## src/rtl/frame_reception.sv

```systemverilog
// frame_reception: byte-serial frame receiver with preamble/SFD hunt, header/payload parse and address filter.
// Define FRAME_RX_FCS_CHECK_EN to append and verify a 4-byte CRC-32 FCS after the payload.
module frame_reception #(
   parameter int unsigned PREAMBLE_LEN  = 7,
   parameter int unsigned PAYLOAD_BYTES = 4,
   parameter bit          PROMISC       = 1'b0
) (
   input  logic                       clk,
   input  logic                       rst_n,
   input  logic [7:0]                 rx_in,
   input  logic                       rx_dv,
   input  logic [47:0]                own_addr,
   output logic [47:0]                dest_addr,
   output logic [47:0]                src_addr,
   output logic [15:0]                eth_type,
   output logic [8*PAYLOAD_BYTES-1:0] data_out,
   output logic                       rx_done,
   output logic                       rx_err,
   output logic                       rx_busy
);

   localparam int unsigned DW   = 8 * PAYLOAD_BYTES;
   localparam int unsigned CMAX = (PAYLOAD_BYTES > 6) ? PAYLOAD_BYTES : 6;
   localparam int unsigned CW   = $clog2(CMAX);
   localparam int unsigned PW   = $clog2(PREAMBLE_LEN + 1);

   typedef enum logic [2:0] {
      IDLE,
      PREAMBLE,
      DEST,
      SRC,
      TYPE,
      DATA,
`ifdef FRAME_RX_FCS_CHECK_EN
      FCS,
`endif
      WAIT_IDLE
   } state_t;

   state_t          state;
   logic [PW-1:0]   pre_cnt;
   logic [CW-1:0]   byte_cnt;
   logic [47:0]     dest_sh, src_sh;
   logic [15:0]     type_sh;
   logic [DW-1:0]   data_sh;
   logic [47:0]     dest_nxt, src_nxt;
   logic [15:0]     type_nxt;
   logic [DW-1:0]   data_nxt;
   logic            addr_ok;
   logic            last;

   assign dest_nxt = {dest_sh[39:0], rx_in};
   assign src_nxt  = {src_sh[39:0], rx_in};
   assign type_nxt = {type_sh[7:0], rx_in};
   assign data_nxt = (data_sh << 8) | DW'(rx_in);
   assign addr_ok  = PROMISC || (dest_nxt == own_addr) || (dest_nxt == '1);
   assign rx_busy  = (state != IDLE);

   always_comb begin
      last = 1'b0;
      case (state)
         DEST, SRC: last = (byte_cnt == CW'(5));
         TYPE:      last = (byte_cnt == CW'(1));
         DATA:      last = (byte_cnt == CW'(PAYLOAD_BYTES - 1));
`ifdef FRAME_RX_FCS_CHECK_EN
         FCS:       last = (byte_cnt == CW'(3));
`endif
         default:   last = 1'b0;
      endcase
   end

`ifdef FRAME_RX_FCS_CHECK_EN
   logic [31:0] crc;
   logic [23:0] fcs_sh;
   logic [31:0] fcs_nxt;

   // FCS arrives LS byte first, so new bytes enter at the top
   assign fcs_nxt = {rx_in, fcs_sh};

   function automatic logic [31:0] crc32_byte(input logic [31:0] c, input logic [7:0] d);
      logic [31:0] r;
      r = c;
      for (int unsigned i = 0; i < 8; i++)
         r = (r[0] ^ d[i]) ? ((r >> 1) ^ 32'hEDB8_8320) : (r >> 1);
      return r;
   endfunction

   always_ff @(posedge clk or negedge rst_n) begin
      if (!rst_n)
         crc <= '1;
      else if (state == PREAMBLE)
         crc <= '1;
      else if (rx_dv && (state inside {DEST, SRC, TYPE, DATA}))
         crc <= crc32_byte(crc, rx_in);
   end
`endif

   always_ff @(posedge clk or negedge rst_n) begin
      if (!rst_n) begin
         state     <= IDLE;
         pre_cnt   <= '0;
         byte_cnt  <= '0;
         dest_sh   <= '0;
         src_sh    <= '0;
         type_sh   <= '0;
         data_sh   <= '0;
         dest_addr <= '0;
         src_addr  <= '0;
         eth_type  <= '0;
         data_out  <= '0;
         rx_done   <= 1'b0;
         rx_err    <= 1'b0;
`ifdef FRAME_RX_FCS_CHECK_EN
         fcs_sh    <= '0;
`endif
      end else begin
         rx_done <= 1'b0;
         rx_err  <= 1'b0;
         case (state)
            IDLE: begin
               if (rx_dv) begin
                  if (rx_in == 8'h55) begin
                     state   <= PREAMBLE;
                     pre_cnt <= PW'(1);
                  end else begin
                     state <= WAIT_IDLE;
                  end
               end
            end
            PREAMBLE: begin
               if (!rx_dv)
                  state <= IDLE;
               else if (rx_in == 8'hD5) begin
                  state    <= DEST;
                  byte_cnt <= '0;
               end else if (rx_in == 8'h55 && pre_cnt < PW'(PREAMBLE_LEN))
                  pre_cnt <= pre_cnt + 1'b1;
               else
                  state <= WAIT_IDLE;
            end
            WAIT_IDLE: begin
               if (!rx_dv)
                  state <= IDLE;
            end
            default: begin
               // All field states share the early-end abort and byte stepping
               if (!rx_dv) begin
                  rx_err <= 1'b1;
                  state  <= IDLE;
               end else begin
                  byte_cnt <= last ? '0 : byte_cnt + 1'b1;
                  case (state)
                     DEST: begin
                        dest_sh <= dest_nxt;
                        if (last) state <= addr_ok ? SRC : WAIT_IDLE;
                     end
                     SRC: begin
                        src_sh <= src_nxt;
                        if (last) state <= TYPE;
                     end
                     TYPE: begin
                        type_sh <= type_nxt;
                        if (last) state <= DATA;
                     end
                     DATA: begin
                        data_sh <= data_nxt;
                        if (last) begin
`ifdef FRAME_RX_FCS_CHECK_EN
                           state <= FCS;
`else
                           state     <= WAIT_IDLE;
                           rx_done   <= 1'b1;
                           dest_addr <= dest_sh;
                           src_addr  <= src_sh;
                           eth_type  <= type_sh;
                           data_out  <= data_nxt;
`endif
                        end
                     end
`ifdef FRAME_RX_FCS_CHECK_EN
                     FCS: begin
                        fcs_sh <= fcs_nxt[31:8];
                        if (last) begin
                           state <= WAIT_IDLE;
                           if (fcs_nxt == ~crc) begin
                              rx_done   <= 1'b1;
                              dest_addr <= dest_sh;
                              src_addr  <= src_sh;
                              eth_type  <= type_sh;
                              data_out  <= data_sh;
                           end else begin
                              rx_err <= 1'b1;
                           end
                        end
                     end
`endif
                     default: state <= IDLE;
                  endcase
               end
            end
         endcase
      end
   end

endmodule

```

## config.mk

```make
export PLATFORM = sky130hd
export DESIGN_NAME = frame_reception
export DESIGN_NICKNAME = d
export VERILOG_FILES = /design/src/rtl/frame_reception.sv
export SDC_FILE = /design/constraint.sdc
export NUM_CORES = 1
export LEC_CHECK = 0
export BUFFER_PORTS_ARGS = -buffer_cell sky130_fd_sc_hd__buf_2
export CAP_MARGIN = 0
export CORE_MARGIN = 4
export CORE_UTILIZATION = 40
export CTS_CLUSTER_SIZE = 10
export DETAILED_ROUTE_END_ITERATION = 16
export PLACE_DENSITY = 0.66
export RECOVER_POWER = 50
export SYNTH_ARGS = -nofsm -noshare
export SYNTH_HDL_FRONTEND = slang
export SYNTH_SLANG_ARGS = --single-unit
```

## constraint.sdc

```tcl
create_clock -name clk -period 2.9 [get_ports clk]
set_clock_uncertainty 0.1 [all_clocks]
set_input_delay 0 -clock clk [delete_from_list [all_inputs] [get_ports clk]]
set_output_delay 0 -clock clk [all_outputs]
set_load 0.05 [all_outputs]
```

==> flow_summary.yaml, run 1 <==
routing:
  firstDrtPassIters: 4
  postRouteWirelength_um: 29700
  viasPerCell: 4.97
  vias: 8436
  ant_nets: 0
  wl_per_cell_um: 17.5
  drc_errors: 0
  drt_iter0_drc: 459
floorplan:
  core_um2: 29600
  num_rows: 63
  die_area_um2: 32800
  start_util_pct: 40.5
  die_h_um: 181
  die_w_um: 181
  io_pins: 206
timing:
  worst_slack_ns: 0.464
  worst_hold_slack_ns: 0.0872
  fmax_mhz: 410
  finalHoldViolations: 0
  rsz0062_at_grt: "false"
  period_minus_slack_ns: 2.44
  setup_viol: 0
  min_period_over_period_pct: 84.0
  totalNegativeSetupSlack_ns: 0
  slew_viol_final: 95
  relSlewSlack_pct: -48.6
  tightest_slew_ns: 2.23
worst_setup_path:
  crit_family: "simple AND/OR/NAND/NOR gates"
  crit_path_max_incr_delay_ns: 0.49
  crit_arrival_ns: 2.79
  r2r_slack_ns: 0.46
  crit_slowest_cell: "buf_12"
  critPathBufInv: 2
  regToRegStartpoint: "state[2]$_DFFE_PN0P_"
  critPathRequiredTime_ns: 3.26
  end_kind: "register"
  r2r_cells: 9
  crit_chain: "inv_2, ha_1, nand2_1, nor2_1, and2_1, nand2b_4, buf_12, nand2_1, nand2_1"
  crit_top_cell: "nand2_1"
  critPathKind: "reg2reg"
  worstPathMaxFanout: 145
  start_kind: "register"
  reg2reg_to: "data_out[2]$_DFFE_PN0P_"
pwr:
  swShare_pct: 35.9
  finalPower_mw: 13.6
  ir_drop_v: 0.000617
  p_int_mw: 8.70
  clkPwrFrac_pct: 27.8
  power_frac_comb_pct: 26.5
  p_leak_nw: 7.46
  p_seq_share_pct: 45.7
  power_switching_mw: 4.88
  p_per_area_nw_per_um2: 942
global_route:
  top_usage_layer: "met2"
  antenna_found_initial: 1
  grtUsageTotal_pct: 18.3
  use_met1_pct: 25.1
  grt_pass1_wl_um: 49100
  grt_max_degree: 146
  grtUsageMet2_pct: 29.6
  grt_pass1_vias: 8975
  met3_usage_pct: 4.47
  grt-ovfl-total: 0
cts:
  cts_root_buf: "clkbuf_16"
  insertion_delay_ns: 0.52
  cts_inserted_buffers: 35
  clock_sinks: 291
  clkTransAtPathRegs_ns: 0.05
  clock_path_buffers: 3
  cts_tree: "yes"
  cts-resized-gates: 0
  cts_max_level: 2
placed_design:
  dp_slack_ns: 0.513
  hpwl_um: 20000
  gp_congestion: 0.853
  io_buffers: 205
hold_path:
  hold_path_class: "in2reg"
  min_to: "state[2]$_DFFE_PN0P_"
  hold_path.startpoint: "own_addr[33]"
  hold-path-cell-count: 7
cells_and_area:
  mostFrequentLayoutCells: "nand2_1 (446), dfrtp_1 (291), buf_2 (132)"
  layout_commonest_cell: "nand2_1"
  drive_gt1_share_pct: 21.3
  syn_to_final_growth_pct: 20.4
  finalCoreUtilization_pct: 48.7
  nNetsFinal: 1365
synthesis:
  async_flop_share_pct: 100
  synth_edf_count: 0
  synth_ff_type: "dfrtp_1"
  ys_ff_latch: 291
  syn_nets: 1147
  netlist_area_um2: 12000
  synth_area_per_cell_um2: 11.0
  synth.distinct_cells: 53
  yosys_warnings: 0
  netlist_instances: 1084
  synth-seq-area-share_pct: 60.8
status:
  failed_checks: "max-capacitance violations, max-slew violations"
  status: "complete, but fails checks"
flow_run:
  cap_violations: 1
worst reg2reg max path, delay by kind of cell, from the launching register on:
kind / cells / cell delay (ns)
fa+ha+maj: 1 / 0.35
buf+inv: 2 / 0.59
flops: 1 / 0.43
simple gates: 6 / 0.89
through the flow:
step | cell area, µm² | std cells
final | 14400 | 1698
after global placement | 13500 | 1645
after detailed placement | 13500 | 1645
after CTS | 14500 | 1697
after global routing | 14400 | 1697
after floorplan | 12000 | 1084
sequential cells by signal, indices dropped and copies added (netlist names):
signal     flops
dest_addr     48
eth_type      16
dest_sh       48
data_sh       24
src_addr      48
state          3
rx_err         1
src_sh        48
rx_done        1
type_sh       16
byte_cnt       3
pre_cnt        3
data_out      32
worst max path at each step:
| stage | start | to | slack, ns | cells after the start |
|---|---|---|---|---|
| global route | rst_n | type_sh[14]$_DFFE_PN0P_ | 0.17 | 3 |
| CTS | state[2]$_DFFE_PN0P_ | src_addr[32]$_DFFE_PN0P_ | 0.50 | 9 |
| floorplan | state[1]$_DFFE_PN0P_ | dest_addr[0]$_DFFE_PN0P_ | 0.74 | 12 |
| global placement | state[2]$_DFFE_PN0P_ | data_out[5]$_DFFE_PN0P_ | 0.59 | 9 |
| detailed placement | state[2]$_DFFE_PN0P_ | data_out[2]$_DFFE_PN0P_ | 0.51 | 9 |
| finish | state[2]$_DFFE_PN0P_ | data_out[2]$_DFFE_PN0P_ | 0.46 | 9 |
synthesized netlist by cell type, types with 2 or more instances:
| library cell | n | share of area [%] |
|---|---|---|
| nand2_1 | 446 | 14 |
| dfrtp_1 | 291 | 61 |
| mux2_2 | 70 | 6.6 |
| mux2_1 | 64 | 6.0 |
| xnor2_1 | 49 | 3.6 |
| buf_2 | 39 | 1.6 |
| nand4_1 | 25 | 1.3 |
| clkbuf_1 | 7 | 0.22 |
| a21oi_1 | 6 | 0.25 |
| buf_4 | 5 | 0.31 |
| nor2_1 | 5 | 0.16 |
| nor4_1 | 5 | 0.26 |
| o21ai_0 | 5 | 0.21 |
| ha_1 | 4 | 0.42 |
| inv_1 | 4 | 0.13 |
| nand3_1 | 4 | 0.17 |
| o21ai_1 | 4 | 0.17 |
| buf_6 | 3 | 0.28 |
| a21oi_2 | 2 | 0.15 |
| a31oi_1 | 2 | 0.10 |
| and3_1 | 2 | 0.10 |
| inv_2 | 2 | 0.063 |
| nor2b_1 | 2 | 0.10 |
| nor3_1 | 2 | 0.084 |
| nor4_2 | 2 | 0.21 |
| o211ai_1 | 2 | 0.13 |
| o22a_1 | 2 | 0.15 |
| o22ai_1 | 2 | 0.10 |
| o31ai_1 | 2 | 0.13 |
| o41ai_1 | 2 | 0.15 |
| or3_1 | 2 | 0.10 |
kinds of logic (layout without fill, tap and decap cells):
family                     after synthesis  after routing  synth area share [%]
adders and majority gates                4              4                 0.418
and+or+nand+nor                        508            508                  17.7
xor gates and xnor gates                49             49                  3.59
other                                    0              1                     0
muxes                                  135            135                  12.7
buffers and inverters                   60            283                  2.63
DFF                                    291            291                  60.8
AOI/OAI and AO/OA                       37             37                  2.16
what timing repair did:
action,4_1_cts,5_1_grt
hold buffers,10,0
buffers inserted,0,0
endpoints found under the hold margin,231,0
power groups by stage:
stage / logic, mW / registers (mW) / clock network [mW]
2_1_floorplan: 1.87 / 6.79 / 0
3_3_place_gp: 3.55 / 6.22 / 0
3_5_place_dp: 3.65 / 6.25 / 0
4_1_cts: 3.67 / 6.21 / 3.89
5_1_grt: 3.95 / 6.36 / 4.03
6_report: 3.59 / 6.21 / 3.78
layer usage:
metal  up-vias  routed length, µm
met1      4166              13300
met2       257              13800
li1       3960                  -
met5         -                  0
met4         0                666
met3        53               1920
final cells by class:
type | instances | area (µm²)
multi-input cells | 733 | 4370
clock inverters | 5 | 65.1
flip-flops and latches | 291 | 7280
inverters | 6 | 25.0
repair buffers | 235 | 1280
well taps | 390 | 488
clock buffers | 37 | 893
fillers | 2763 | 15100
diodes | 1 | 2.50
Note: power is estimated with default switching activity, not from simulation.
==> inputs of run 2 (changes only) <==
--- a/config.mk
+++ b/config.mk
@@ -5,13 +5,14 @@
 export SDC_FILE = /design/constraint.sdc
 export NUM_CORES = 1
 export LEC_CHECK = 0
+export ABC_AREA = 1
 export BUFFER_PORTS_ARGS = -buffer_cell sky130_fd_sc_hd__buf_2
 export CAP_MARGIN = 0
 export CORE_MARGIN = 4
 export CORE_UTILIZATION = 40
 export CTS_CLUSTER_SIZE = 10
 export DETAILED_ROUTE_END_ITERATION = 16
-export PLACE_DENSITY = 0.66
+export PLACE_DENSITY = 0.68
 export RECOVER_POWER = 50
 export SYNTH_ARGS = -nofsm -noshare
 export SYNTH_HDL_FRONTEND = slang
==> constraint.sdc (replaced) <==
create_clock -name clk -period 2.1 [get_ports clk]
set_clock_uncertainty 0.1 [all_clocks]
set_input_delay 0 -clock clk [delete_from_list [all_inputs] [get_ports clk]]
set_output_delay 0 -clock clk [all_outputs]
set_load 0.05 [all_outputs]
==> flow_summary.yaml, run 2 <==
global_route:
  grtUsageTotal_pct: 17.2
  grtUsageMet2_pct: 28.2
  grt_pass1_wl_um: 46000
  met3_usage_pct: 3.87
  grt_pass1_vias: 8483
  grt_max_degree: 82
  use_met1_pct: 22.8
  top_usage_layer: "met2"
  grt-ovfl-total: 0
  antenna_found_initial: 3
worst_setup_path:
  worstPathMaxFanout: 23
  r2r_slack_ns: -0.09
  crit_path_start: "state[2]$_DFFE_PN0P_"
  critPathRequiredTime_ns: 2.38
  regToRegStartpoint: "state[2]$_DFFE_PN0P_"
  reg2reg_to: "dest_addr[13]$_DFFE_PN0P_"
  crit_arrival_ns: 2.47
  crit_end: "dest_addr[13]$_DFFE_PN0P_"
  end_kind: "register"
  critPathKind: "reg2reg"
  start_kind: "register"
  r2r_cells: 8
synthesis:
  syn_nets: 1062
  synth.cells.most_frequent: "dfrtp_1 (291), nand2_1 (187), mux2_2 (97), mux2_1 (89), inv_1 (57)"
  yosysTopAreaCell: "dfrtp_1"
  ys_ff_latch: 291
  yosys_warnings: 0
  synth_top_area_share_pct: 60.7
  yosysMostFrequentCell: "dfrtp_1"
  synth_edf_count: 0
  synth_area_per_cell_um2: 12.0
  yosys-top-cells-area: "dfrtp_1 (61%), mux2_2 (9.1%), mux2_1 (8.4%)"
  async_flop_share_pct: 100
  synth.distinct_cells: 32
  netlist_instances: 999
  netlist_area_um2: 12000
  synth_ff_type: "dfrtp_1"
  synth-seq-area-share_pct: 60.7
routing:
  drc_errors: 0
  ant_nets: 0
  wl_per_cell_um: 17.6
  vias: 8267
  drt_iter0_drc: 350
  postRouteWirelength_um: 29400
  firstDrtPassIters: 4
  viasPerCell: 4.96
pwr:
  p_per_area_nw_per_um2: 1530
  ir_drop_v: 0.000774
  p_leak_nw: 7.78
  power_switching_mw: 9.42
  p_seq_share_pct: 39.7
  clkPwrFrac_pct: 23.7
  p_int_mw: 14.1
  power_frac_comb_pct: 36.6
  swShare_pct: 40.0
placed_design:
  gp_congestion: 0.846
  io_buffers: 205
  hpwl_um: 19600
  dp_slack_ns: -0.0826
  placed_area_um2: 13800
floorplan:
  die_w_um: 181
  start_util_pct: 40.5
  die_h_um: 181
  io_pins: 206
  core_um2: 29600
  die_area_um2: 32800
  num_rows: 63
cts:
  cts_tree: "yes"
  clkTransAtPathRegs_ns: 0.06
  insertion_delay_ns: 0.51
  clock_path_buffers: 3
  cts_root_buf: "clkbuf_16"
  clock_sinks: 291
  cts_inserted_buffers: 36
  cts_max_level: 2
cells_and_area:
  drive_gt1_share_pct: 36.1
  nNetsFinal: 1327
  syn_to_final_growth_pct: 28.4
  layout_commonest_cell: "dfrtp_1"
  mostFrequentLayoutCells: "dfrtp_1 (290), buf_2 (196), nand2_1 (183)"
  stdcell_area_um2: 15400
flow_run:
  cap_violations: 0
timing:
  min_period_over_period_pct: 104
  slew_viol_final: 0
  setup_viol: 117
  finalHoldViolations: 0
  period_minus_slack_ns: 2.19
  fmax_mhz: 457
  relSlewSlack_pct: 25.7
  worst_slack_ns: -0.0897
  tightest_slew_ns: 1.11
  totalNegativeSetupSlack_ns: -5.99
  rsz0062_at_grt: "true"
status:
  status: "complete, but fails checks"
  failed_checks: "negative setup slack"
hold_path:
  hold_path_class: "in2reg"
  hold_path.startpoint: "rx_dv"
[run 2: area by class of cell]
cell class / instances / area [µm²]
well taps: 390 / 488
diodes: 1 / 2.50
multi-input cells: 609 / 4580
inverters: 59 / 224
flip-flops and latches: 291 / 7280
repair buffers: 267 / 1770
fillers: 2586 / 14200
clock inverters: 3 / 26.3
clock buffers: 48 / 1030
[run 2: per-layer routing]
| layer | vias to the layer above | part of all wire, % |
|---|---|---|
| li1 | 3853 | - |
| met1 | 4155 | 44 |
| met2 | 192 | 48 |
| met3 | 63 | 5.1 |
| met4 | 4 | 2.9 |
| met5 | - | 0.089 |
[run 2: cell families (layout without fill, tap and decap cells)]
group	count (synthesis)	count (layout)	share of synthesized area (%)
compound gates	115	115	5.73
xor+xnor	37	37	2.70
fa+ha+maj	4	4	0.417
buf+inv	99	377	3.89
flops	291	291	60.7
mux	186	186	17.5
other cells	0	1	0
simple gates	267	267	9.07
[run 2: power by group through the flow]
stage | clock network, mW | registers (mW) | logic (mW)
2_1_floorplan | 0 | 11.9 | 3.11
4_1_cts | 5.74 | 9.31 | 8.43
3_5_place_dp | 0 | 9.38 | 8.30
6_report | 5.57 | 9.34 | 8.62
3_3_place_gp | 0 | 9.32 | 8.14
5_1_grt | 5.97 | 9.64 | 9.27
[run 2: worst min-delay path by stage]
stage | end | slack, ns | cells after the start
after global placement | src_addr[44]$_DFFE_PN0P_ | -0.04 | 1
final | dest_sh[33]$_DFFE_PN0P_ | 0.03 | 4
after CTS | src_addr[44]$_DFFE_PN0P_ | 0.004 | 2
after floorplan | byte_cnt[0]$_DFFE_PN0P_ | -0.40 | 0
after global routing | dest_sh[46]$_DFFE_PN0P_ | 0.05 | 4
after detailed placement | src_addr[44]$_DFFE_PN0P_ | -0.05 | 1
[run 2: timing repair]
item	4_1_cts	5_1_grt
resized for setup	17	72
pin swaps	1	0
hold buffers	10	0
endpoints found under the setup margin	117	124
endpoints found under the hold margin	337	0
cloned	1	5
setup buffers	1	1
[run 2: through the flow]
| step | utilization, % | hold WS (ns) | total power [mW] | cells |
|---|---|---|---|---|
| 2_1_floorplan | - | -0.396 | 15.0 | 999 |
| 3_3_place_gp | 46.7 | -0.0444 | 17.5 | 1598 |
| 3_5_place_dp | 46.7 | -0.0490 | 17.7 | 1598 |
| 4_1_cts | 51.0 | 0.00369 | 23.5 | 1661 |
| 5_1_grt | 52.0 | 0.0507 | 24.9 | 1668 |
| 6_report | 52.0 | 0.0309 | 23.5 | 1668 |
[run 2: worst max-delay path, cell delays in order, from the launching register on]
cell       delay, ns
dfrtp_2         0.40
inv_4           0.05
ha_4            0.26
and3_4          0.17
o2111ai_4       0.11
nor3_4          0.21
buf_12          0.22
buf_12          0.18
mux2_1          0.33
==> inputs of run 3 (changes only) <==
--- a/config.mk
+++ b/config.mk
@@ -13,7 +13,7 @@
 export CTS_CLUSTER_SIZE = 10
 export DETAILED_ROUTE_END_ITERATION = 16
 export PLACE_DENSITY = 0.68
-export RECOVER_POWER = 50
+export RECOVER_POWER = 100
 export SYNTH_ARGS = -nofsm -noshare
 export SYNTH_HDL_FRONTEND = slang
 export SYNTH_SLANG_ARGS = --single-unit
==> flow_summary.yaml, run 3 (synthesis gave the netlist of run 2 again) <==
timing:
  period_minus_slack_ns: 2.20
  tightest_slew_ns: 1.12
  rsz0062_at_grt: "true"
  worst_slack_ns: -0.0978
  slew_viol_final: 0
  finalHoldViolations: 0
  min_period_over_period_pct: 105
  worst_hold_slack_ns: 0.0341
  relSlewSlack_pct: 25.6
  fmax_mhz: 455
  setup_viol: 117
floorplan:
  num_rows: 63
  core_um2: 29600
  die_w_um: 181
  die_area_um2: 32800
  die_h_um: 181
  io_pins: 206
  start_util_pct: 40.5
pwr:
  p_per_area_nw_per_um2: 1530
  p_int_mw: 13.8
  clkPwrFrac_pct: 23.9
  power_frac_comb_pct: 35.9
  finalPower_mw: 23.3
  p_leak_nw: 7.23
  swShare_pct: 40.5
  ir_drop_v: 0.000752
  p_seq_share_pct: 40.2
  power_switching_mw: 9.44
placed_design:
  dpl.cell_count: 1598
  hpwl_um: 19600
  gp_congestion: 0.846
  io_buffers: 205
  dp_slack_ns: -0.0826
worst_setup_path:
  worstPathMaxFanout: 23
  crit_arrival_ns: 2.48
  start_kind: "register"
  critPathRequiredTime_ns: 2.38
  critPathKind: "reg2reg"
  end_kind: "register"
routing:
  firstDrtPassIters: 4
  drt_iter0_drc: 363
  vias: 8297
  ant_nets: 0
  viasPerCell: 4.97
  wl_per_cell_um: 17.7
  postRouteWirelength_um: 29500
  drc_errors: 0
flow_run:
  cap_violations: 0
cells_and_area:
  regArea_um2: 7280
  layout_commonest_cell: "dfrtp_1"
  stdcell_count: 1668
  fillers: 2644
  drive_gt1_share_pct: 25.4
  mostFrequentLayoutCells: "dfrtp_1 (290), nand2_1 (183), clkbuf_1 (158)"
  nNetsFinal: 1327
  multiInputGateArea_um2: 4580
  syn_to_final_growth_pct: 26.9
cts:
  cts_root_buf: "clkbuf_16"
  cts_tree: "yes"
  cts_max_level: 2
  insertion_delay_ns: 0.51
  clkTransAtPathRegs_ns: 0.06
  clock_sinks: 291
  cts_inserted_buffers: 36
  clock_path_buffers: 3
status:
  failed_checks: "negative setup slack"
  status: "complete, but fails checks"
global_route:
  grtUsageTotal_pct: 17.2
  grt_pass1_wl_um: 46000
  grt_pass1_vias: 8483
  grt-ovfl-total: 0
  antenna_found_initial: 3
  grt_max_degree: 82
hold_path:
  hold_path_class: "in2reg"
-- run 3: layer usage --
metal	vias to the layer above	routed length, µm	track usage [%]
met5	-	26	0
met4	4	853	5.61
met3	63	1540	3.87
met2	204	14200	28.2
met1	4172	12900	22.8
li1	3854	-	-
-- run 3: worst paths after layout --
path                                         startpoint                   endpoint  slack [ns]  cells after the start
max in group asynchronous                         rst_n    data_sh[13]$_DFFE_PN0P_        0.40                      3
worst min register to register  type_sh[13]$_DFFE_PN0P_   eth_type[13]$_DFFE_PN0P_        0.38                      1
worst max-delay path               state[2]$_DFFE_PN0P_  dest_addr[13]$_DFFE_PN0P_        -0.1                      8
min in group asynchronous                         rst_n   src_addr[44]$_DFFE_PN0P_        0.18                      2
worst max register to register     state[2]$_DFFE_PN0P_  dest_addr[13]$_DFFE_PN0P_        -0.1                      8
worst min-delay path                              rx_dv    dest_sh[14]$_DFFE_PN0P_        0.03                      4
-- run 3: per-stage QoR --
stage / TNS [ns] / cell area [µm²] / util, %
after floorplan: -3.65 / 12000 / -
after global placement: -3.66 / 13800 / 46.7
after detailed placement: -6.41 / 13800 / 46.7
after CTS: -3.69 / 15100 / 51.0
after global routing: -14.70 / 15200 / 51.3
final: -6.43 / 15200 / 51.3
-- run 3: cell type report --
cell class | instances | area share (%)
Clock buffer | 48 | 6.76
Tap cell | 390 | 3.21
Clock inverter | 3 | 0.173
Antenna cell | 1 | 0.0164
Inverter | 59 | 1.47
Timing Repair Buffer | 267 | 10.4
Sequential cell | 291 | 47.9
Multi-Input combinational cell | 609 | 30.1
-- run 3: power by group through the flow --
stage | clock (mW) | combinational (mW) | sequential [mW]
4_1_cts | 5.74 | 8.43 | 9.31
3_3_place_gp | 0 | 8.14 | 9.32
2_1_floorplan | 0 | 3.11 | 11.9
6_report | 5.57 | 8.35 | 9.36
5_1_grt | 5.97 | 9.00 | 9.66
3_5_place_dp | 0 | 8.30 | 9.38
-- run 3: worst max-delay path, cell delays in order, from the launching register on --
cell and delay (ns):
dfrtp_2 0.40, inv_4 0.05, ha_4 0.26, and3_4 0.17, o2111ai_4 0.11, nor3_4 0.21, buf_12 0.22, buf_12 0.18
mux2_1 0.33
-- run 3: repair_timing --
| action | 4_1_cts | 5_1_grt |
|---|---|---|
| buffers inserted | 1 | 1 |
| hold buffers | 10 | 0 |
| pin swaps | 1 | 0 |
| resized for setup | 17 | 72 |
| endpoints found under the setup margin | 117 | 124 |
| cloned | 1 | 5 |
| endpoints found under the hold margin | 337 | 0 |
